### src/rtl/rc4_session_ctrl.sv
// rc4_session_ctrl: session sequencer for the RC4 keystream core.
// Takes a key/length configuration, fills the S-box RAM with the identity
// permutation, releases and starts the core, then XORs keystream bytes
// with the data stream until the programmed message length is emitted.
// Optional build macro RC4_DROP256_EN: discard the first 256 keystream
// bytes of each session before any data is processed.
//
// state | meaning
// IDLE  | core held in reset, waiting for a configuration
// FILL  | writing S[c] = c for c = 0..255
// ARM   | core out of reset, key presented, one cycle
// RUN   | core started, keystream XOR data stream
// FLUSH | last byte loaded, waiting for it to leave the output register
module rc4_session_ctrl #(
  parameter int KEY_BYTES_MAX = 4,
  parameter int KS_FIFO_DEPTH = 4
) (
  input  logic                       clk,
  input  logic                       rst_n,
  input  logic                       cfg_valid,
  output logic                       cfg_ready,
  input  logic [8*KEY_BYTES_MAX-1:0] cfg_key,
  input  logic [7:0]                 cfg_key_len,
  input  logic [15:0]                cfg_msg_len,
  input  logic                       abort,
  output logic                       init_wen,
  output logic [7:0]                 init_addr,
  output logic [7:0]                 init_wdata,
  output logic                       core_rst_n,
  output logic                       core_start,
  output logic [8*KEY_BYTES_MAX-1:0] core_key,
  output logic [7:0]                 core_key_len,
  input  logic                       ks_valid,
  input  logic [7:0]                 ks_data,
  output logic                       ks_ready,
  input  logic                       din_valid,
  input  logic [7:0]                 din_data,
  output logic                       din_ready,
  output logic                       dout_valid,
  output logic [7:0]                 dout_data,
  output logic                       dout_last,
  input  logic                       dout_ready,
  output logic                       busy,
  output logic                       err,
  output logic                       done
);
  localparam int PW = $clog2(KS_FIFO_DEPTH);

  typedef enum logic [2:0] {S_IDLE, S_FILL, S_ARM, S_RUN, S_FLUSH} state_t;

  state_t                       state_q, state_d;
  logic                         alive_q;
  logic [7:0]                   fill_q, fill_d;
  logic [8*KEY_BYTES_MAX-1:0]   key_q, key_d;
  logic [7:0]                   klen_q, klen_d;
  logic [15:0]                  remain_q, remain_d;
  logic                         err_q, err_d;
  logic [7:0]                   mem_q [KS_FIFO_DEPTH];
  logic [PW-1:0]                wptr_q, wptr_d, rptr_q, rptr_d;
  logic [PW:0]                  occ_q, occ_d;
  logic                         dv_q, dv_d, dl_q, dl_d;
  logic [7:0]                   dd_q, dd_d;
  logic                         cfg_legal, drop_done, ks_take, ks_push;
  logic                         din_fire, dout_fire, fifo_full, fifo_empty;

`ifdef RC4_DROP256_EN
  logic [8:0] drop_q, drop_d;
  assign drop_done = drop_q[8];
`else
  assign drop_done = 1'b1;
`endif

  assign cfg_legal  = (cfg_key_len != 8'd0) && (cfg_key_len <= 8'(KEY_BYTES_MAX)) &&
                      (cfg_msg_len != 16'd0);
  assign fifo_full  = (occ_q == (PW+1)'(KS_FIFO_DEPTH));
  assign fifo_empty = (occ_q == '0);

  assign cfg_ready    = alive_q && (state_q == S_IDLE);
  assign busy         = (state_q != S_IDLE);
  assign err          = err_q;
  assign init_wen     = (state_q == S_FILL);
  assign init_addr    = fill_q;
  assign init_wdata   = fill_q;
  assign core_rst_n   = (state_q == S_ARM) || (state_q == S_RUN) || (state_q == S_FLUSH);
  assign core_start   = (state_q == S_RUN);
  assign core_key     = key_q;
  assign core_key_len = klen_q;

  // While dropping, keystream is sunk unconditionally and never reaches the FIFO.
  assign ks_ready  = (state_q == S_RUN) && (drop_done ? !fifo_full : 1'b1);
  assign ks_take   = ks_valid && ks_ready;
  assign ks_push   = ks_take && drop_done;
  assign din_ready = (state_q == S_RUN) && drop_done && !fifo_empty && (!dv_q || dout_ready);
  assign din_fire  = din_valid && din_ready;
  assign dout_fire = dv_q && dout_ready;
  assign done      = (state_q == S_FLUSH) && dout_fire && !abort;

  assign dout_valid = dv_q;
  assign dout_data  = dd_q;
  assign dout_last  = dl_q;

  // Next-state, FIFO pointer and output-register logic.
  always_comb begin
    state_d  = state_q;
    fill_d   = fill_q;
    key_d    = key_q;
    klen_d   = klen_q;
    remain_d = remain_q;
    err_d    = err_q;
    wptr_d   = wptr_q + PW'(ks_push);
    rptr_d   = rptr_q + PW'(din_fire);
    occ_d    = occ_q + (PW+1)'(ks_push) - (PW+1)'(din_fire);
    dv_d     = dv_q;
    dd_d     = dd_q;
    dl_d     = dl_q;
`ifdef RC4_DROP256_EN
    drop_d   = drop_q;
    if (state_q != S_RUN)
      drop_d = '0;
    else if (ks_take && !drop_done)
      drop_d = drop_q + 9'd1;
`endif

    if (din_fire) begin
      dv_d     = 1'b1;
      dd_d     = din_data ^ mem_q[rptr_q];
      dl_d     = (remain_q == 16'd1);
      remain_d = remain_q - 16'd1;
    end else if (dout_fire) begin
      dv_d = 1'b0;
      dl_d = 1'b0;
    end

    case (state_q)
      S_IDLE: begin
        fill_d = '0;
        if (cfg_valid && cfg_ready) begin
          if (cfg_legal) begin
            key_d    = cfg_key;
            klen_d   = cfg_key_len;
            remain_d = cfg_msg_len;
            err_d    = 1'b0;
            state_d  = S_FILL;
          end else begin
            err_d = 1'b1;
          end
        end
      end
      S_FILL: begin
        fill_d = fill_q + 8'd1;
        if (fill_q == 8'd255) state_d = S_ARM;
      end
      S_ARM:   state_d = S_RUN;
      S_RUN:   if (din_fire && (remain_q == 16'd1)) state_d = S_FLUSH;
      S_FLUSH: begin
        if (dout_fire) begin
          state_d = S_IDLE;
          wptr_d  = '0;
          rptr_d  = '0;
          occ_d   = '0;
        end
      end
      default: state_d = S_IDLE;
    endcase

    // Abort wins over everything else outside IDLE; err is left alone.
    if (abort && (state_q != S_IDLE)) begin
      state_d = S_IDLE;
      wptr_d  = '0;
      rptr_d  = '0;
      occ_d   = '0;
      dv_d    = 1'b0;
      dd_d    = '0;
      dl_d    = 1'b0;
    end
  end

  // State and datapath registers.
  always_ff @(posedge clk or negedge rst_n) begin
    if (!rst_n) begin
      state_q  <= S_IDLE;
      alive_q  <= 1'b0;
      fill_q   <= '0;
      key_q    <= '0;
      klen_q   <= '0;
      remain_q <= '0;
      err_q    <= 1'b0;
      wptr_q   <= '0;
      rptr_q   <= '0;
      occ_q    <= '0;
      dv_q     <= 1'b0;
      dd_q     <= '0;
      dl_q     <= 1'b0;
    end else begin
      state_q  <= state_d;
      alive_q  <= 1'b1;
      fill_q   <= fill_d;
      key_q    <= key_d;
      klen_q   <= klen_d;
      remain_q <= remain_d;
      err_q    <= err_d;
      wptr_q   <= wptr_d;
      rptr_q   <= rptr_d;
      occ_q    <= occ_d;
      dv_q     <= dv_d;
      dd_q     <= dd_d;
      dl_q     <= dl_d;
    end
  end

  // Keystream FIFO storage.
  always_ff @(posedge clk or negedge rst_n) begin
    if (!rst_n) begin
      for (int i = 0; i < KS_FIFO_DEPTH; i++) mem_q[i] <= '0;
    end else if (ks_push) begin
      mem_q[wptr_q] <= ks_data;
    end
  end

`ifdef RC4_DROP256_EN
  // Count of keystream bytes discarded this session.
  always_ff @(posedge clk or negedge rst_n) begin
    if (!rst_n) drop_q <= '0;
    else        drop_q <= drop_d;
  end
`endif

endmodule

### config.mk
export PLATFORM = sky130hd
export DESIGN_NAME = rc4_session_ctrl
export DESIGN_NICKNAME = d
export VERILOG_FILES = /design/src/rtl/rc4_session_ctrl.sv
export SDC_FILE = /design/constraint.sdc
export NUM_CORES = 1
export LEC_CHECK = 0
export CORE_MARGIN = 1
export CORE_UTILIZATION = 30
export DETAILED_ROUTE_END_ITERATION = 8
export PLACE_DENSITY_LB_ADDON = 0.08
export SETUP_SLACK_MARGIN = 0.02
export SLEW_MARGIN = 10
export SYNTH_ARGS = -nofsm -noshare
export SYNTH_HDL_FRONTEND = slang
export SYNTH_SLANG_ARGS = --single-unit
export TNS_END_PERCENT = 20
### constraint.sdc
create_clock -name clk -period 8.9 [get_ports clk]
set_input_delay 1.335 -clock clk [delete_from_list [all_inputs] [get_ports clk]]
set_output_delay 1.335 -clock clk [all_outputs]
set_load 0.05 [all_outputs]
### After elaboration in Yosys (flattened, before gate mapping)

Index checks and enable logic that the tools add are counted.

| word-level totals | value |
|---|---|
| register bits after elaboration | 118 |
| output and inout port bits | 75 |
| logic and storage cells | 110 |

| operators by class | value |
|---|---|
| $add $sub $neg | 6 |
| magnitude comparators | 4 |
| eq/ne operators | 12 |
| multiplexer cells | 35 |
| bitwise logic cells | 3 |
| reduce and logical (&&, ||, !) cells | 33 |

Operators by type and width:

| operator | count |
|---|---|
| $mux W16 | 4 |
| $mux W8 | 5 |
| $bwmux W32 | 1 |
| $mux W3 | 9 |
| $bmux W8 S2 | 1 |
| $demux W8 S2 | 1 |
| $eq A16 B1 Y1 const B | 1 |
| $pmux W8 S2 | 1 |
| $reduce_bool A16 Y1 | 1 |
| $sub A16 B1 Y16 const B | 1 |
| $logic_and A1 B1 Y1 | 15 |
| $pmux W3 S5 | 1 |
| $mux W2 | 6 |
| $ne A3 B1 Y1 const B | 3 |
| $add A8 B1 Y8 const B | 1 |
| $eq A8 B8 Y1 const B | 1 |
| $le A8 B3 Y1 const B | 1 |
| $reduce_bool A8 Y1 | 1 |
| $xor A8 B8 Y8 | 1 |
| $eq A3 B2 Y1 const B | 2 |
| $eq A3 B3 Y1 const B | 2 |
| $ge A3 B3 Y1 const B | 2 |
| $logic_not A3 Y1 | 2 |
| $mux W1 | 6 |
| other kinds (14) | 24 |

### Logic depth before layout (Yosys ltp)

| depth | value |
|---|---|
| word-level depth | 9 |
| mapped depth | 13 |
| gate-level depth less buffers | 11 |

### Least setup slack after synthesis

No wires, ideal clock.

| timing | value |
|---|---|
| path kind | input to output |
| from | input dout_ready |
| to | output done |
| data arrival time | 2.522 ns |
| data required time | 7.565 ns |
| path slack | 5.043 ns |
| stages | 2 |
| buffers on the path | 0 |
| cells stage by stage | nand2_1 -> nor3_1 |

| between the ends | value |
|---|---|
| word-level cells in the longest chain between the ends | 3 |

Ends and longest elaborated chain:

| what | RTL line | source |
|---|---|---|
| start: declaration | 42 | `input logic dout_ready,` |
| $logic_and A1 B1 Y1 | 95 | `assign dout_fire = dv_q && dout_ready;` |
| $logic_and A1 B1 Y1 (2 in series) | 96 | `assign done = (state_q == S_FLUSH) && dout_fire && !abort;` |
| end: declaration | 45 | `output logic done` |

Every way passes these cells.

### Worst setup path in the final report

Same ends and word-level chain as after synthesis.

==> flow_summary.json <==
{
  "outcome": "completed",
  "setup_ws_ns": 4.46,
  "ant_nets": 0,
  "cts_resized": 0,
  "grt_pass1_vias": 4084,
  "fillers": 1607,
  "met1_length_um": 5690,
  "cp-end-kind": "output pin",
  "final-max-slew-violation-count": 0,
  "yosysSeqAreaShare_pct": 54.3,
  "met2WireLength_um": 6720,
  "regArea_um2": 2950,
  "grt_overflow": 0,
  "hold_buffers": 0,
  "synthFlopType": "dfrtp_1",
  "top_layer": "met4",
  "dpl.hpwl_um": 9330,
  "cts.clk_slew.worst_paths_ns": 0.05,
  "rsz0062_at_grt": "false",
  "final.hold.worst_slack_ns": 0.479,
  "wirelength_um": 13300,
  "cp_top_family": "buffers and inverters",
  "dpl_worst_slack_ns": 4.48,
  "gp_congestion": 0.784,
  "synth.area.top_cells": "dfrtp_1, mux2_2, mux4_2, nor2_1, xnor2_1",
  "grtUsageTotal_pct": 15.4,
  "clk-insertion-delay-late_ns": 0.41,
  "antenna_found_initial": 0,
  "via_count": 3917,
  "synthCells": 444,
  "syn_nets": 531,
  "ir_worst_vdd_uv": 128,
  "fp.dieH_um": 137,
  "path_buf_inv": 2,
  "hold_class": "reg2reg",
  "wire_per_inst_um": 16.0,
  "p_leak_nw": 3.49,
  "crit_chain": "clkdlybuf4s50_1 -> nand2_1 -> nor3_1 -> clkdlybuf4s50_1",
  "cts_buffers": 17,
  "cts_tree": "yes",
  "cpMaxStageDelayCell": "clkdlybuf4s50_1",
  "syn_area_um2": 5430,
  "cpPeakStageDelay_ns": 0.86,
  "crit_arrival_ns": 3.10,
  "synth_seq_cells": 118,
  "placed_area_um2": 7120,
  "core_area_um2": 17500,
  "yosys_warnings": 0,
  "routed_via_density": 4.72,
  "tns_ns": 0,
  "root_buffer": "clkbuf_16",
  "yosysUniqueCellTypes": 47,
  "setup_violations": 0,
  "critPathKind": "in2out",
  "final_hold_viol_count": 0,
  "yosys.area.top_type_share_pct": 54.3,
  "fin_crit_sh_pct": 49.9,
  "worstPathMaxFanout": 3,
  "timing.critical_path.mode_cell": "clkdlybuf4s50_1",
  "max_slew_margin_pct": 26.6,
  "drc": 0,
  "start_util_pct": 31.1,
  "synth_edf_count": 0,
  "io_pins": 154,
  "clk_path_buf_depth": 2,
  "avgSynthCellArea_um2": 12.2,
  "synth.most_common_cell": "dfrtp_1",
  "synth_largest_area_cell": "dfrtp_1",
  "p_per_area_nw_per_um2": 193,
  "p_total_mw": 1.48,
  "first_pass_iters": 4,
  "drive_above_1_share_pct": 18.8,
  "post_cts_buffers": 0,
  "crit_path_start_kind": "primary input",
  "wl_met3_um": 707,
  "die_w_um": 137,
  "syn_to_final_growth_pct": 41.8,
  "h-tree-depth": 4,
  "max_cap_viol_count": 0,
  "io_buffers": 153,
  "async_flop_share_pct": 100,
  "worst_clock_skew_ns": 0.00882,
  "min_period_ns": 4.44,
  "dieArea_um2": 18700,
  "final_cell_area_um2": 7710,
  "grt_first_pass_wirelength_um": 21500,
  "multi_input_area_um2": 2290,
  "final_nets": 681,
  "num_rows": 48,
  "tightestPinTransition_ns": 1.10,
  "cts.sinks": 118,
  "synth_commonest_cells": "dfrtp_1, mux2_2, nor2_1, nand2_1, a21oi_1",
  "crit_required_ns": 7.57,
  "first_iter_violations": 177,
  "diodes": 0,
  "grt_max_degree": 76,
  "clock.fmax_ghz": 0.225
}
## worst register-to-register path: cells and delay by family (launching register included)
family / cells / cell delay [ns]
adder cells (fa/ha/maj): 3 / 0.82
flip-flops: 1 / 0.69
AND/OR/NAND/NOR: 3 / 0.51
buffers and inverters: 3 / 0.49
XOR/XNOR: 2 / 0.32
## per-stage QoR
stage          util, %  std cells
6_report          44.1        830
5_1_grt           44.1        830
4_1_cts           44.1        830
3_5_place_dp      40.7        800
3_3_place_gp      40.7        800
2_1_floorplan        -        444
## logic make-up after synthesis
family                     Yosys count  share of synthesized area, %
and+or+nand+nor                    128                          12.6
DFF                                118                          54.3
muxes                               77                          17.6
AOI/OAI and AO/OA                   50                          5.80
buffers and inverters               37                          3.57
xor gates and xnor gates            25                          4.03
adders and majority gates            8                          1.98
other                                1                        0.0690
## where the power goes
group,switching (mW),internal [mW]
sequential,0.0232,0.567
combinational,0.116,0.0916
clock,0.236,0.450
## final cells by class
| class | instances | share of cell area, % |
|---|---|---|
| Clock buffer | 21 | 5.98 |
| Clock inverter | 9 | 1.66 |
| Inverter | 12 | 0.585 |
| Multi-Input combinational cell | 289 | 29.7 |
| Sequential cell | 118 | 38.3 |
| Tap cell | 225 | 3.65 |
| Timing Repair Buffer | 156 | 20.1 |
## path summary, 6_finish.rpt
check / cells after the start / to / slack, ns / from
worst max-delay path: 4 / done / 4.46 / dout_ready
worst min-delay path: 1 / core_key_len[4] / 0.48 / core_key_len[4]
worst max register to register: 11 / occ_q[2] / 5.93 / state_q[0]
worst min register to register: 1 / core_key_len[4] / 0.48 / core_key_len[4]
max in group asynchronous: 2 / mem_q[21] / 6.57 / rst_n
min in group asynchronous: 1 / init_addr[3] / 0.92 / rst_n
## sequential cells by signal, summed over array words and instances (netlist names)
register	cells
alive_q	1
core_key	32
core_key_len	8
dout_data	8
dout_last	1
dout_valid	1
err	1
init_addr	8
mem_q	32
occ_q	3
remain_q	16
rptr_q	2
state_q	3
wptr_q	2
## routing by layer
layer,vias to the layer above,GRT usage (%)
met5,-,0
met4,0,6.23
met3,14,4.48
met2,106,25.5
met1,1930,18.8
li1,1867,-
## layout by cell type (no fill, tap or decap), drive strengths merged, types with 5 or more instances in the layout
master,Yosys,layout
a211oi,8,8
a21oi,17,17
and2,6,6
clkbuf,6,21
clkdlybuf4s50,0,152
clkinv,0,6
dfrtp,118,118
ha,7,7
inv,12,12
mux2,68,68
mux4,8,8
nand2,25,25
nand3,8,8
nand3b,5,5
nand4,6,6
nor2,42,42
nor2b,5,5
nor3,10,10
nor4,7,7
o21ai,8,8
xnor2,13,13
xor2,12,12
Power figures use the tool's default switching activity.
